==> src/rtl/load_store_buffer_pkg.sv <==
// Shared types and constants for the load/store buffer: ROB id width,
// funct3 width codes, IO address range and the queue entry layout.
package load_store_buffer_pkg;

  localparam int ROB_ID_W = 4;

  localparam logic [1:0] F3_BYTE = 2'd0;
  localparam logic [1:0] F3_HALF = 2'd1;
  localparam logic [1:0] F3_WORD = 2'd2;

  // Addresses whose bits [17:16] equal this base's bits are memory-mapped IO
  localparam logic [31:0] IO_BASE = 32'h0003_0000;

  typedef enum logic [1:0] {
    MEM_IDLE  = 2'd0,
    MEM_LOAD  = 2'd1,
    MEM_STORE = 2'd2
  } mem_state_t;

  typedef struct packed {
    logic                valid;
    logic                store;
    logic                committed;
    logic [2:0]          funct3;
    logic [ROB_ID_W-1:0] rob_id;
    logic [31:0]         rs1_val;
    logic [31:0]         rs2_val;
    logic                rs1_rdy;
    logic                rs2_rdy;
    logic [ROB_ID_W-1:0] rs1_tag;
    logic [ROB_ID_W-1:0] rs2_tag;
    logic [31:0]         imm;
  } lsb_entry_t;

  function automatic logic [1:0] mem_width_of(input logic [1:0] size);
    case (size)
      F3_BYTE: return 2'd0;
      F3_HALF: return 2'd1;
      F3_WORD: return 2'd3;
      default: return 2'd3;
    endcase
  endfunction

endpackage

==> src/rtl/lsb_load_ext.sv <==
// Sign/zero extension of raw load data according to the load's funct3.
module lsb_load_ext
  import load_store_buffer_pkg::*;
(
  input  logic [2:0]  funct3,
  input  logic [31:0] data,
  output logic [31:0] ext
);

  always_comb begin
    ext = data;
    case (funct3[1:0])
      F3_BYTE: ext = funct3[2] ? {24'b0, data[7:0]} : {{24{data[7]}}, data[7:0]};
      F3_HALF: ext = funct3[2] ? {16'b0, data[15:0]} : {{16{data[15]}}, data[15:0]};
      F3_WORD: ext = data;
      default: ext = data;
    endcase
  end

endmodule

==> src/rtl/load_store_buffer.sv <==
// In-order load/store queue feeding a single-request memory controller.
// Define LSB_SPEC_LOAD_EN to let non-IO loads issue before reaching the ROB head.
module load_store_buffer
  import load_store_buffer_pkg::*;
#(
  parameter int LSB_SIZE = 16
) (
  input  logic                clk,
  input  logic                rst_in,
  input  logic                rdy_in,
  input  logic                roll_back,
  input  logic                issue_en,
  input  logic                issue_store,
  input  logic [2:0]          issue_funct3,
  input  logic [ROB_ID_W-1:0] issue_rob_id,
  input  logic [31:0]         issue_imm,
  input  logic [31:0]         issue_rs1_val,
  input  logic [31:0]         issue_rs2_val,
  input  logic                issue_rs1_rdy,
  input  logic                issue_rs2_rdy,
  input  logic [ROB_ID_W-1:0] issue_rs1_tag,
  input  logic [ROB_ID_W-1:0] issue_rs2_tag,
  input  logic                cdb_en,
  input  logic [ROB_ID_W-1:0] cdb_rob_id,
  input  logic [31:0]         cdb_val,
  input  logic [ROB_ID_W-1:0] rob_head_id,
  input  logic                commit_en,
  input  logic [ROB_ID_W-1:0] commit_rob_id,
  output logic                mem_req_en,
  output logic                mem_rw,
  output logic [1:0]          mem_width,
  output logic [31:0]         mem_ain,
  output logic [31:0]         mem_din,
  input  logic                mem_done,
  input  logic [31:0]         mem_dout,
  output logic                res_en,
  output logic [ROB_ID_W-1:0] res_rob_id,
  output logic [31:0]         res_val,
  output logic                lsb_full,
  output logic [1:0]          lsb_state
);

  localparam int PTR_W = $clog2(LSB_SIZE);
  localparam int CNT_W = PTR_W + 1;
`ifdef LSB_SPEC_LOAD_EN
  localparam logic SPEC_LOAD = 1'b1;
`else
  localparam logic SPEC_LOAD = 1'b0;
`endif

  lsb_entry_t       entries [LSB_SIZE];
  logic [PTR_W-1:0] head, tail, head_next;
  logic [CNT_W-1:0] count, next_count, committed_cnt;
  mem_state_t       state;

  lsb_entry_t  head_e, new_entry;
  logic [31:0] head_addr, load_ext;
  logic        is_io, head_ready, can_issue, pop, push;

  assign head_e    = entries[head];
  assign head_addr = head_e.rs1_val + head_e.imm;
  assign is_io     = head_addr[17:16] == IO_BASE[17:16];
  assign lsb_state = state;

  lsb_load_ext u_load_ext (
    .funct3 (head_e.funct3),
    .data   (mem_dout),
    .ext    (load_ext)
  );

  always_comb begin
    head_ready = 1'b0;
    if (head_e.store)
      head_ready = head_e.committed && head_e.rs1_rdy && head_e.rs2_rdy;
    else
      head_ready = head_e.rs1_rdy &&
                   (head_e.rob_id == rob_head_id || (SPEC_LOAD && !is_io));
  end

  // Memory handshake: a request (mem_req_en plus its attributes) is raised
  // from a register and held unchanged until the controller answers with a
  // single-cycle mem_done; that cycle completes the transfer and drops the
  // request, so the next one can start on the following cycle at the earliest.
  assign can_issue = head_e.valid && head_ready && !mem_req_en && !mem_done && !roll_back;
  assign pop       = (state != MEM_IDLE) && mem_done;
  assign push      = issue_en && !roll_back && (count != CNT_W'(LSB_SIZE) || pop);
  assign head_next = head + PTR_W'(pop);

  always_comb begin
    new_entry           = '0;
    new_entry.valid     = 1'b1;
    new_entry.store     = issue_store;
    new_entry.funct3    = issue_funct3;
    new_entry.rob_id    = issue_rob_id;
    new_entry.imm       = issue_imm;
    new_entry.rs1_tag   = issue_rs1_tag;
    new_entry.rs2_tag   = issue_rs2_tag;
    new_entry.rs1_rdy   = issue_rs1_rdy;
    new_entry.rs1_val   = issue_rs1_val;
    new_entry.rs2_rdy   = issue_rs2_rdy;
    new_entry.rs2_val   = issue_rs2_val;
    if (!issue_rs1_rdy && cdb_en && cdb_rob_id == issue_rs1_tag) begin
      new_entry.rs1_rdy = 1'b1;
      new_entry.rs1_val = cdb_val;
    end
    if (!issue_rs2_rdy && cdb_en && cdb_rob_id == issue_rs2_tag) begin
      new_entry.rs2_rdy = 1'b1;
      new_entry.rs2_val = cdb_val;
    end
  end

  // Committed stores always form a prefix of the queue, so rollback keeps
  // exactly that many entries starting at the (post-pop) head.
  always_comb begin
    committed_cnt = '0;
    for (int i = 0; i < LSB_SIZE; i++)
      if (entries[i].valid && entries[i].store && entries[i].committed)
        committed_cnt = committed_cnt + CNT_W'(1);
    if (pop && head_e.store && head_e.committed)
      committed_cnt = committed_cnt - CNT_W'(1);
  end

  always_comb begin
    if (roll_back) next_count = committed_cnt;
    else           next_count = count + CNT_W'(push) - CNT_W'(pop);
  end

  always_ff @(posedge clk) begin
    if (rst_in) begin
      head       <= '0;
      tail       <= '0;
      count      <= '0;
      state      <= MEM_IDLE;
      mem_req_en <= 1'b0;
      mem_rw     <= 1'b0;
      mem_width  <= 2'd0;
      mem_ain    <= '0;
      mem_din    <= '0;
      res_en     <= 1'b0;
      res_rob_id <= '0;
      res_val    <= '0;
      lsb_full   <= 1'b0;
      for (int i = 0; i < LSB_SIZE; i++) entries[i] <= '0;
    end else if (rdy_in) begin
      res_en <= 1'b0;
      for (int i = 0; i < LSB_SIZE; i++) begin
        if (entries[i].valid) begin
          if (!entries[i].rs1_rdy && cdb_en && entries[i].rs1_tag == cdb_rob_id) begin
            entries[i].rs1_rdy <= 1'b1;
            entries[i].rs1_val <= cdb_val;
          end
          if (!entries[i].rs2_rdy && cdb_en && entries[i].rs2_tag == cdb_rob_id) begin
            entries[i].rs2_rdy <= 1'b1;
            entries[i].rs2_val <= cdb_val;
          end
          if (commit_en && entries[i].rob_id == commit_rob_id)
            entries[i].committed <= 1'b1;
        end
      end

      if (pop) begin
        entries[head].valid <= 1'b0;
        head                <= head_next;
        state               <= MEM_IDLE;
        mem_req_en          <= 1'b0;
        if (state == MEM_LOAD && !roll_back) begin
          res_en     <= 1'b1;
          res_val    <= load_ext;
          res_rob_id <= head_e.rob_id;
        end
      end

      if (can_issue) begin
        state      <= head_e.store ? MEM_STORE : MEM_LOAD;
        mem_req_en <= 1'b1;
        mem_rw     <= head_e.store;
        mem_width  <= mem_width_of(head_e.funct3[1:0]);
        mem_ain    <= head_addr;
        mem_din    <= head_e.rs2_val;
      end

      if (roll_back) begin
        for (int i = 0; i < LSB_SIZE; i++)
          if (!(entries[i].store && entries[i].committed))
            entries[i].valid <= 1'b0;
        tail <= head_next + committed_cnt[PTR_W-1:0];
        // An in-flight load belongs to the squashed path; a store does not
        if (state == MEM_LOAD && !pop) begin
          state      <= MEM_IDLE;
          mem_req_en <= 1'b0;
        end
      end else if (push) begin
        entries[tail] <= new_entry;
        tail          <= tail + PTR_W'(1);
      end

      count    <= next_count;
      lsb_full <= next_count >= CNT_W'(LSB_SIZE - 1);
    end
  end

endmodule

==> config.mk <==
export PLATFORM = sky130hd
export DESIGN_NAME = load_store_buffer
export DESIGN_NICKNAME = d
export VERILOG_FILES = /design/src/rtl/load_store_buffer_pkg.sv /design/src/rtl/lsb_load_ext.sv /design/src/rtl/load_store_buffer.sv
export SDC_FILE = /design/constraint.sdc
export NUM_CORES = 2
export LEC_CHECK = 0
export BUFFER_PORTS_ARGS = -buffer_cell sky130_fd_sc_hd__buf_2
export CORE_MARGIN = 4
export CORE_UTILIZATION = 35
export DETAILED_ROUTE_END_ITERATION = 10
export PLACE_DENSITY_LB_ADDON = 0.12
export SYNTH_ARGS = -nofsm -noshare
export SYNTH_HDL_FRONTEND = slang
export SYNTH_SLANG_ARGS = --single-unit
==> constraint.sdc <==
create_clock -name clk -period 9.05 [get_ports clk]
set_input_delay 0.905 -clock clk [delete_from_list [all_inputs] [get_ports clk]]
set_output_delay 0.905 -clock clk [all_outputs]
set_load 0.03 [all_outputs]
==> metrics.yaml <==
outcome: "complete, no violations"
switching_share: 0.240
cts-root-buf: "clkbuf_16"
layout_min_cycle_time_ns: 8.62
wl_mm: 378
critPathBufInv: 2
power_frac_clock: 0.438
clk_pin_slew_ns: 0.06
htreeDepth: 4
reg2reg_depth: 45
ys_seq_elements: 1981
synth_warnings: 0
die_w_um: 531
clock_latency_ns: 0.95
finalNetCount: 7771
setup-tns-final_ns: 0
synth_top_family_by_area: "multiplexers"
vias_per_cell: 5.86
max_stage_delay_ns: 0.39
drtAntennaViolNets: 0
gp_congestion: 0.887
hold-path-endpoint: "res_val[0]"
dieArea_sq_um: 282000
dr.pass1.iters: 8
timing.max_cap.violations: 0
synth-simple-area-share: 0.119
required_ns: 9.81
syn2layout_area_growth_pct: 13.7
grt_pass1_vias: 65400
layout_common_cells: "edfxtp_1, o21ai_0, nand2_1, and2_1, mux4_2"
rrSetupSlack_ns: 0.43
muxShareOfSynthArea: 0.137
antenna_found_initial: 52
grtUsageTotal: 0.263
power.internal_mw: 15.8
max-slew-margin-rel: 0.0297
grt_pass1_wl_mm: 525
remaining_drc_errors: 0
ir_drop_uv: 168
reg2reg_to: "tail[3]"
hold_depth: 3
cpMostUsedCell: "ha_1"
start_kind: "flop"
power_mw: 20.8
port_buffers: 305
p_sw_mw: 4.99
hold_start: "mem_dout[0]"
async_flop_share: 0
synthTopCellsByArea: "edfxtp_1, mux4_2, o21ai_0"
avgRoutedWirePerCell_um: 33.5
power_frac_comb: 0.060
final_common_cell: "edfxtp_1"
skew_ns: 0.0817
critPathKind: "flop to flop"
cts_tree: "built"
cpMaxStageDelayCell: "edfxtp_1"
powerDensity_nw_per_um2: 191
die_height_um: 531
grt_max_degree: 110
fill_cells: 25400
synth-edff-count: 1794
hpwl_mm: 212
vias: 66100
design.core.area_sq_um: 272000
worstMarginPinSlew_ns: 1.42
cts.sinks: 1981
synth_ff_type: "edfxtp_1"
arrival_ns: 9.38
clk_path_buf_depth: 4
ios: 306
yosysUniqueCellTypes: 83
power_frac_seq: 0.502
setup_viol: 0
period_share: 0.952
synth_nets: 7703
avgSynthCellArea_sq_um: 12.9
fp-row-count: 191
cts_buffers: 226
synth_compound_area_frac: 0.0775
yosysTopAreaCellShare: 0.562
first_iter_violations: 8668
drive_gt1_frac: 0.196
clock.fmax_mhz: 116
end_kind: "flop"
slew_viol_final: 0
crit_family: "adder cells"
r2r_start: "entries[0][114]"
yosysSeqAreaShare: 0.601
yosys.area.top_type: "edfxtp_1"
cp_max_fo: 4
grt_overflow: 0
synth_xor_xnor_area_share: 0.0285
initial_core_util: 0.353
synthCells: 7439
p_leak_nw: 37.9
synth_area_sq_um: 95800
hold_viol: 0
fin_hold_ws_ns: 0.245
hold_class: "input pin to flop"
synth_adder_area_share: 0.00885
[metal layers]
layer	routed length, um	global-route usage
met1	153000	0.358
met2	174000	0.418
met3	33500	0.0459
met4	18100	0.107
met5	34	0
[per-stage QoR]
step                worst slack, ns  utilization  cells  instance area [sq um]
floorplan                     0.507            -   7439                  95800
global placement             0.0303        0.373  10800                 101000
detailed placement           0.0182        0.373  10800                 101000
CTS                          0.0230        0.400  11300                 109000
global route                 -0.102        0.401  11300                 109000
finish                        0.431        0.401  11300                 109000
[registers in the layout, indices dropped and copies added, names as in the netlist, named ones only]
name	flops
entries	1856
head	4
res_val	32
mem_width	2
mem_ain	32
tail	4
res_en	1
mem_req_en	1
res_rob_id	4
mem_rw	1
mem_din	32
lsb_full	1
lsb_state	2
count	5
[power groups by stage]
stage               Sequential, mW  Clock, mW  Combinational, mW
global placement              10.6          0               1.23
finish                        10.4       9.12               1.25
detailed placement            10.6          0               1.24
global route                  10.5       9.61               1.31
CTS                           10.4       9.25               1.24
floorplan                     10.6          0              0.650
[Yosys cell counts, types with 8 or more instances]
cell	instances
nor2b_1	45
or3_1	25
nand2_1	1007
ha_1	63
nand3_1	72
a21oi_1	99
inv_1	63
a211oi_1	38
xor2_1	73
mux2i_1	113
o211ai_1	22
a31oi_1	17
a41oi_1	18
and3_1	14
or2_2	20
nor3b_1	11
o21ai_0	1110
a21o_1	12
nor2_1	280
mux4_2	529
buf_1	112
edfxtp_1	1794
dfxtp_1	187
clkbuf_1	544
xnor2_1	202
o22ai_1	8
nand2b_1	23
nor3_1	55
and2_1	710
nand4_1	52
[how the worst max path moves through the flow]
| stage | cells past startpoint | endpoint | from | slack [ns] |
|---|---|---|---|---|
| CTS | 45 | tail[3] | entries[0][114] | 0.02 |
| global placement | 46 | tail[3] | entries[0][114] | 0.03 |
| finish | 45 | tail[3] | entries[0][114] | 0.43 |
| global route | 45 | tail[3] | entries[0][114] | -0.10 |
| floorplan | 46 | tail[3] | entries[0][113] | 0.51 |
| detailed placement | 46 | tail[3] | entries[0][114] | 0.02 |
[worst min-delay path: stages]
cell,delay (ns)
buf_2,0.09
nand2_1,0.05
a21oi_1,0.05
[logic make-up after synthesis]
kind of cell             after synthesis
flip-flops                          1981
AO/OA/AOI/OAI                       1385
XOR/XNOR                             290
multiplexers                         644
buffers and inverters                731
AND/OR/NAND/NOR                     2342
adder cells (fa/ha/maj)               66
[cell type report]
class / count / area (sq um) / area share
antenna: 17 / 42.5 / 0.000391
clock buffer: 299 / 6070 / 0.0557
clock inverter: 122 / 1110 / 0.0102
inverter: 70 / 275 / 0.00253
multi-input combinational: 4727 / 36200 / 0.332
sequential: 1981 / 57600 / 0.529
tap: 3570 / 4470 / 0.0410
timing repair buffer: 501 / 3110 / 0.0285
[timing repair]
| action | CTS | global route |
|---|---|---|
| setup endpoints to repair | 1 | 6 |
| setup buffers | 0 | 7 |
| pin swaps | 0 | 26 |
| gates cloned | 0 | 0 |
| resized for setup | 1 | 34 |
| hold buffers | 0 | 0 |
(Power assumes the default switching activity.)
